<file path="src/rtl/ddr4_cmd_monitor.sv">
// Passive DDR4 command-bus monitor: decodes commands, tracks bank state,
// checks CA parity, bank legality and tRCD, and keeps counters and sticky errors.
module ddr4_cmd_monitor #(
    parameter int CNT_W = 32,
    parameter int TRCD  = 8
) (
    input  logic             clk,
    input  logic             rst_n,
    input  logic             dimm_rst_n,
    input  logic             cke,
    input  logic             cs_n,
    input  logic             act_n,
    input  logic [16:0]      ma,
    input  logic [1:0]       ba,
    input  logic [1:0]       bg,
    input  logic             par,
    output logic             cmd_valid,
    output logic [2:0]       cmd_code,
    output logic [3:0]       cmd_bank,
    output logic [15:0]      bank_open,
    output logic [CNT_W-1:0] cnt_act,
    output logic [CNT_W-1:0] cnt_rd,
    output logic [CNT_W-1:0] cnt_wr,
    output logic [CNT_W-1:0] cnt_pre,
    output logic [CNT_W-1:0] cnt_ref,
    output logic [4:0]       err_flags,
    output logic [2:0]       first_err_code,
    output logic [3:0]       first_err_bank,
    output logic             first_err_valid
);

    localparam logic [2:0] C_NOP   = 3'd0;
    localparam logic [2:0] C_ACT   = 3'd1;
    localparam logic [2:0] C_RD    = 3'd2;
    localparam logic [2:0] C_WR    = 3'd3;
    localparam logic [2:0] C_PRE   = 3'd4;
    localparam logic [2:0] C_REF   = 3'd5;
    localparam logic [2:0] C_MRS   = 3'd6;
    localparam logic [2:0] C_OTHER = 3'd7;

    localparam int TW = (TRCD > 1) ? $clog2(TRCD) : 1;
    localparam logic [TW-1:0] T_LOAD = TW'(TRCD - 1);

    logic          active;
    logic [2:0]    code;
    logic [3:0]    bank;
    logic          is_rw;
    logic          par_err;
    logic [4:0]    err_new;
    logic [15:0]   open_nxt;
    logic [TW-1:0] timer     [16];
    logic [TW-1:0] timer_nxt [16];

    function automatic logic [CNT_W-1:0] sat_inc(input logic [CNT_W-1:0] v);
        return (&v) ? v : v + 1'b1;
    endfunction

    // rst_n is handled by the register reset branch, so it is not part of this term
    assign active = dimm_rst_n & cke & ~cs_n;
    assign bank   = {bg, ba};

    always_comb begin
        code = C_NOP;
        if (!act_n) begin
            code = C_ACT;
        end else begin
            unique case (ma[16:14])
                3'b000:  code = C_MRS;
                3'b001:  code = C_REF;
                3'b010:  code = C_PRE;
                3'b100:  code = C_WR;
                3'b101:  code = C_RD;
                3'b111:  code = C_NOP;
                default: code = C_OTHER;
            endcase
        end
    end

    assign is_rw   = (code == C_RD) || (code == C_WR);
    assign par_err = par ^ (^{act_n, ma, bg, ba});

    always_comb begin
        err_new = '0;
        if (active) begin
            err_new[0] = par_err;
            err_new[1] = (code == C_ACT) && bank_open[bank];
            err_new[2] = is_rw && !bank_open[bank];
            err_new[3] = is_rw && bank_open[bank] && (timer[bank] != '0);
            err_new[4] = (code == C_REF) && (bank_open != '0);
        end
    end

    always_comb begin
        open_nxt = bank_open;
        for (int i = 0; i < 16; i++) begin
            timer_nxt[i] = (timer[i] != '0) ? timer[i] - 1'b1 : '0;
        end
        if (!dimm_rst_n) begin
            open_nxt = '0;
            for (int i = 0; i < 16; i++) begin
                timer_nxt[i] = '0;
            end
        end else if (active) begin
            if (code == C_ACT) begin
                open_nxt[bank] = 1'b1;
                timer_nxt[bank] = T_LOAD;
            end else if (code == C_PRE) begin
                if (ma[10]) open_nxt = '0;
                else        open_nxt[bank] = 1'b0;
            end else if (is_rw && ma[10]) begin
                open_nxt[bank] = 1'b0;
            end
        end
    end

    always_ff @(posedge clk) begin
        if (!rst_n) begin
            cmd_valid       <= 1'b0;
            cmd_code        <= '0;
            cmd_bank        <= '0;
            bank_open       <= '0;
            cnt_act         <= '0;
            cnt_rd          <= '0;
            cnt_wr          <= '0;
            cnt_pre         <= '0;
            cnt_ref         <= '0;
            err_flags       <= '0;
            first_err_code  <= '0;
            first_err_bank  <= '0;
            first_err_valid <= 1'b0;
            for (int i = 0; i < 16; i++) begin
                timer[i] <= '0;
            end
        end else begin
            cmd_valid <= active;
            if (active) begin
                cmd_code <= code;
                cmd_bank <= bank;
                if (code == C_ACT) cnt_act <= sat_inc(cnt_act);
                if (code == C_RD)  cnt_rd  <= sat_inc(cnt_rd);
                if (code == C_WR)  cnt_wr  <= sat_inc(cnt_wr);
                if (code == C_PRE) cnt_pre <= sat_inc(cnt_pre);
                if (code == C_REF) cnt_ref <= sat_inc(cnt_ref);
            end
            bank_open <= open_nxt;
            for (int i = 0; i < 16; i++) begin
                timer[i] <= timer_nxt[i];
            end
            err_flags <= err_flags | err_new;
            // capture only the first erroring cycle; frozen until rst_n
            if (!first_err_valid && (err_new != '0)) begin
                first_err_valid <= 1'b1;
                first_err_code  <= code;
                first_err_bank  <= bank;
            end
        end
    end

endmodule

</file>
<file path="config.mk">
export PLATFORM = sky130hd
export DESIGN_NAME = ddr4_cmd_monitor
export DESIGN_NICKNAME = d
export VERILOG_FILES = /design/src/rtl/ddr4_cmd_monitor.sv
export SDC_FILE = /design/constraint.sdc
export NUM_CORES = 1
export LEC_CHECK = 0
export BUFFER_PORTS_ARGS = -buffer_cell sky130_fd_sc_hd__buf_2
export CORE_ASPECT_RATIO = 1.25
export CORE_UTILIZATION = 55
export CTS_CLUSTER_DIAMETER = 80
export DETAILED_ROUTE_END_ITERATION = 7
export GPL_TIMING_DRIVEN = 0
export PLACE_DENSITY_LB_ADDON = 0.15
export SYNTH_ARGS = -nofsm -noshare
export SYNTH_HDL_FRONTEND = slang
export SYNTH_SLANG_ARGS = --single-unit
</file>
<file path="constraint.sdc">
create_clock -name clk -period 8.2 [get_ports clk]
set_input_delay 0.41 -clock clk [delete_from_list [all_inputs] [get_ports clk]]
set_output_delay 0.41 -clock clk [all_outputs]
set_load 0.05 [all_outputs]
</file>
==> impl_metrics.ini <==
[place]
place_ws_ns = 4.42
gp_congestion = 0.890
place_area_mm2 = 0.0137
io_buffer_count = 222
dp_hpwl_mm = 23.9

[clocking]
cts_resized = 0
worstSkewPairLatency_ns = 0.52
clkSinkCount = 245
cts_root_buf = clkbuf_16
clk_pin_slew_ns = 0.06
cts_made_buffers = 26
htree_levels = 1
cts_setup_buffers = 0
holdBufCountCts = 0
cts_tree = built
cts.path.max_buffers = 3

[setup_path]
r2r_setup_slack_ns = 5.26
cp-startpoint = ba[0]
reg2reg_depth = 7
cp_cell_sequence = buf_2 -> buf_2 -> buf_2 -> buf_1 -> inv_1 -> ha_1 -> xnor2_1 -> xnor2_1 -> xnor2_1 -> xnor2_1 -> nand2_1 -> a31oi_2 -> mux2i_1
startpoint_type = input pin
critPathMostFrequentCell = xnor2_1
cp_max_fo = 10
r2r_start = cnt_wr[14]
worstReg2RegEnd = cnt_wr[14]
endpoint_kind = flip-flop
crit_arrival_ns = 3.73
required_ns = 8.65
path_buf_inv = 5
critPathTopFamily = buffers and inverters
worstSetupPathType = in -> reg
cpPeakStageDelay_ns = 0.56
critical_path.slowest_cell = a31oi_2

[power_and_ir_drop]
combPwrFrac_pct = 6.6
seq_power_share_pct = 48.6
ir_drop_mv = 0.148
net-switching-power_w = 0.000578
switching_share_pct = 23.4
p_total_w = 0.00247
p_per_area_mw_per_mm2 = 171
clockPowerShare_pct = 44.7
power.internal_w = 0.00189
leakage_nw = 6.19

[hold_path]
worst_hold_startpoint = bg[1]
min_path_type = in -> reg
min_to = first_err_bank[3]
holdPathStages = 3

[drt]
wl_met2_mm = 15.7
drc_errors = 0
drtPass1Iterations = 6
wirelength_mm = 32.5
drtAntennaViolNets = 0
routedWlPerCell_um = 16.6
wl_met1_mm = 13.7
vias = 11100
drtIter0Drc = 609
highest_layer = met4
met3WireLength_mm = 2.03
viasPerCell = 5.66

[floorplan]
coreArea_mm2 = 0.0217
die_y_um = 169
row_count = 60
dieArea_mm2 = 0.0228
die_x_um = 135
ios = 225
start_util_pct = 56.4

[yosys]
netlist.area_leader.share_pct = 40.1
syn_area_mm2 = 0.0122
yosys_warnings = 0
yosysTopAreaCell = dfxtp_1
yosysSeqAreaShare_pct = 40.1
syn_avg_cell_area_um2 = 8.65
ys.flop_type = dfxtp_1
synth_edf_count = 0
async_reset_ff_share_pct = 0
synthTopCellsByArea = dfxtp_1 40%, xnor2_1 6.1%, and2_1 5.5%
synth_common_cells = 245 x dfxtp_1, 143 x nand2_1, 107 x and2_1
synth.distinct_cells = 67
syn_nets = 1491
synth_seq_cells = 245
synth_cells = 1414
synth.most_common_cell = dfxtp_1

[sta]
post-route-period-util_pct = 40.1
slew_headroom_pct = 21.2
hold_violations = 0
layout_setup_ws_ns = 4.91
hold_ws_ns = 0.266
finalMaxSlewViolations = 0
setup_violations = 0
fin_crit_ns = 3.29
tns_ns = 0
rsz0062_at_grt = false
fin_skew_ns = 0.00996
worst_slew_pin_slew_ns = 1.17
fmax_mhz = 304

[layout]
seq_area_mm2 = 0.00490
fillers = 1941
multi_input_area_mm2 = 0.00675
drive_above_1_share_pct = 18.3
layout.nets = 1741
final_cell_area_mm2 = 0.0145
syn_to_final_growth_pct = 18.5

[job]
cap_violations = 0

[global_routing]
grt_pass1_wl_mm = 51.4
grt_max_degree = 13
overflow = 0
antenna_found_initial = 1
grt.total_usage_pct = 27.8
grt_pass1_vias = 10200

[run_status]
status = completed
[state kept, by name, summed over array words and instances, names as in the netlist]
| name | count |
|---|---|
| timer | 48 |
| cnt_act | 32 |
| cnt_pre | 32 |
| cnt_rd | 32 |
| cnt_ref | 32 |
| cnt_wr | 32 |
| bank_open | 16 |
| err_flags | 5 |
| cmd_bank | 4 |
| first_err_bank | 4 |
| cmd_code | 3 |
| first_err_code | 3 |
| cmd_valid | 1 |
| first_err_valid | 1 |
[cells in the final DEF, fill, tap and decap left out, types with 5 or more instances in the layout]
cell type  netlist  final
xor2_1          35     35
and3_1          22     22
clkbuf_1        44     51
and2_1         107    107
nor2b_1          9      9
a21oi_1         66     66
nand4_1         40     40
xnor2_1         85     85
a21boi_0        42     42
nor3_1          45     45
or2_2           18     18
and4_1          15     15
ha_1            49     49
nand3_1         75     75
o21ai_0         51     51
nand2_1        143    143
buf_2           12    234
a31oi_1         17     17
a311oi_1         5      5
nor4_1          20     20
nand2b_1        16     16
dfxtp_1        245    245
inv_1           83     83
or3_1           35     35
nor2_1          42     42
clkbuf_8         0      5
clkbuf_16        0     27
o31ai_1          5      5
mux2i_1         25     25
[cell type report]
type,count,share of cell area [%]
Clock inverter,4,0.155
Antenna cell,2,0.0346
Buffer,62,1.82
Clock buffer,39,5.32
Multi-Input combinational cell,1024,46.6
Sequential cell,245,33.9
Timing Repair Buffer,222,7.67
Inverter,83,2.15
Tap cell,279,2.41
[power groups by stage]
stage | clock network, W | registers, W | logic (W)
2_1_floorplan | 0 | 0.00125 | 0.0000868
3_3_place_gp | 0 | 0.00123 | 0.000161
3_5_place_dp | 0 | 0.00123 | 0.000163
4_1_cts | 0.00113 | 0.00120 | 0.000163
5_1_grt | 0.00117 | 0.00120 | 0.000176
6_report | 0.00111 | 0.00120 | 0.000163
[metrics by stage]
step                      instances  util (%)
after floorplan                1414         -
final                          1960      66.8
after global routing           1958      66.7
after global placement         1915      63.1
after CTS                      1958      66.7
after detailed placement       1915      63.1
[worst max-delay path by stage]
stage                             end  slack (ns)  cells after the start
global placement    first_err_bank[2]        4.47                     13
floorplan           first_err_bank[0]        5.32                     12
finish              first_err_code[0]        4.91                     13
global route        first_err_code[2]        4.66                     13
CTS                 first_err_bank[2]        4.98                     13
detailed placement  first_err_bank[2]        4.42                     13
[worst min-delay path, stage by stage]
cell and delay (ns):
buf_2 0.18, nand2_1 0.08, mux2i_1 0.06
[per-layer routing]
metal | global-route usage [%] | vias to the layer above
met4 | 11.4 | 0
met2 | 47.6 | 365
met3 | 3.71 | 76
li1 | - | 5374
met5 | 0 | -
met1 | 35.0 | 5272
[logic make-up after synthesis]
| group | share of synthesized area, % |
|---|---|
| xor+xnor | 8.78 |
| buf+inv | 4.71 |
| mux | 2.78 |
| fa+ha+maj | 5.01 |
| compound gates | 11.6 |
| simple gates | 27.0 |
| flops | 40.1 |
Note: power is estimated with default switching activity, not from simulation.
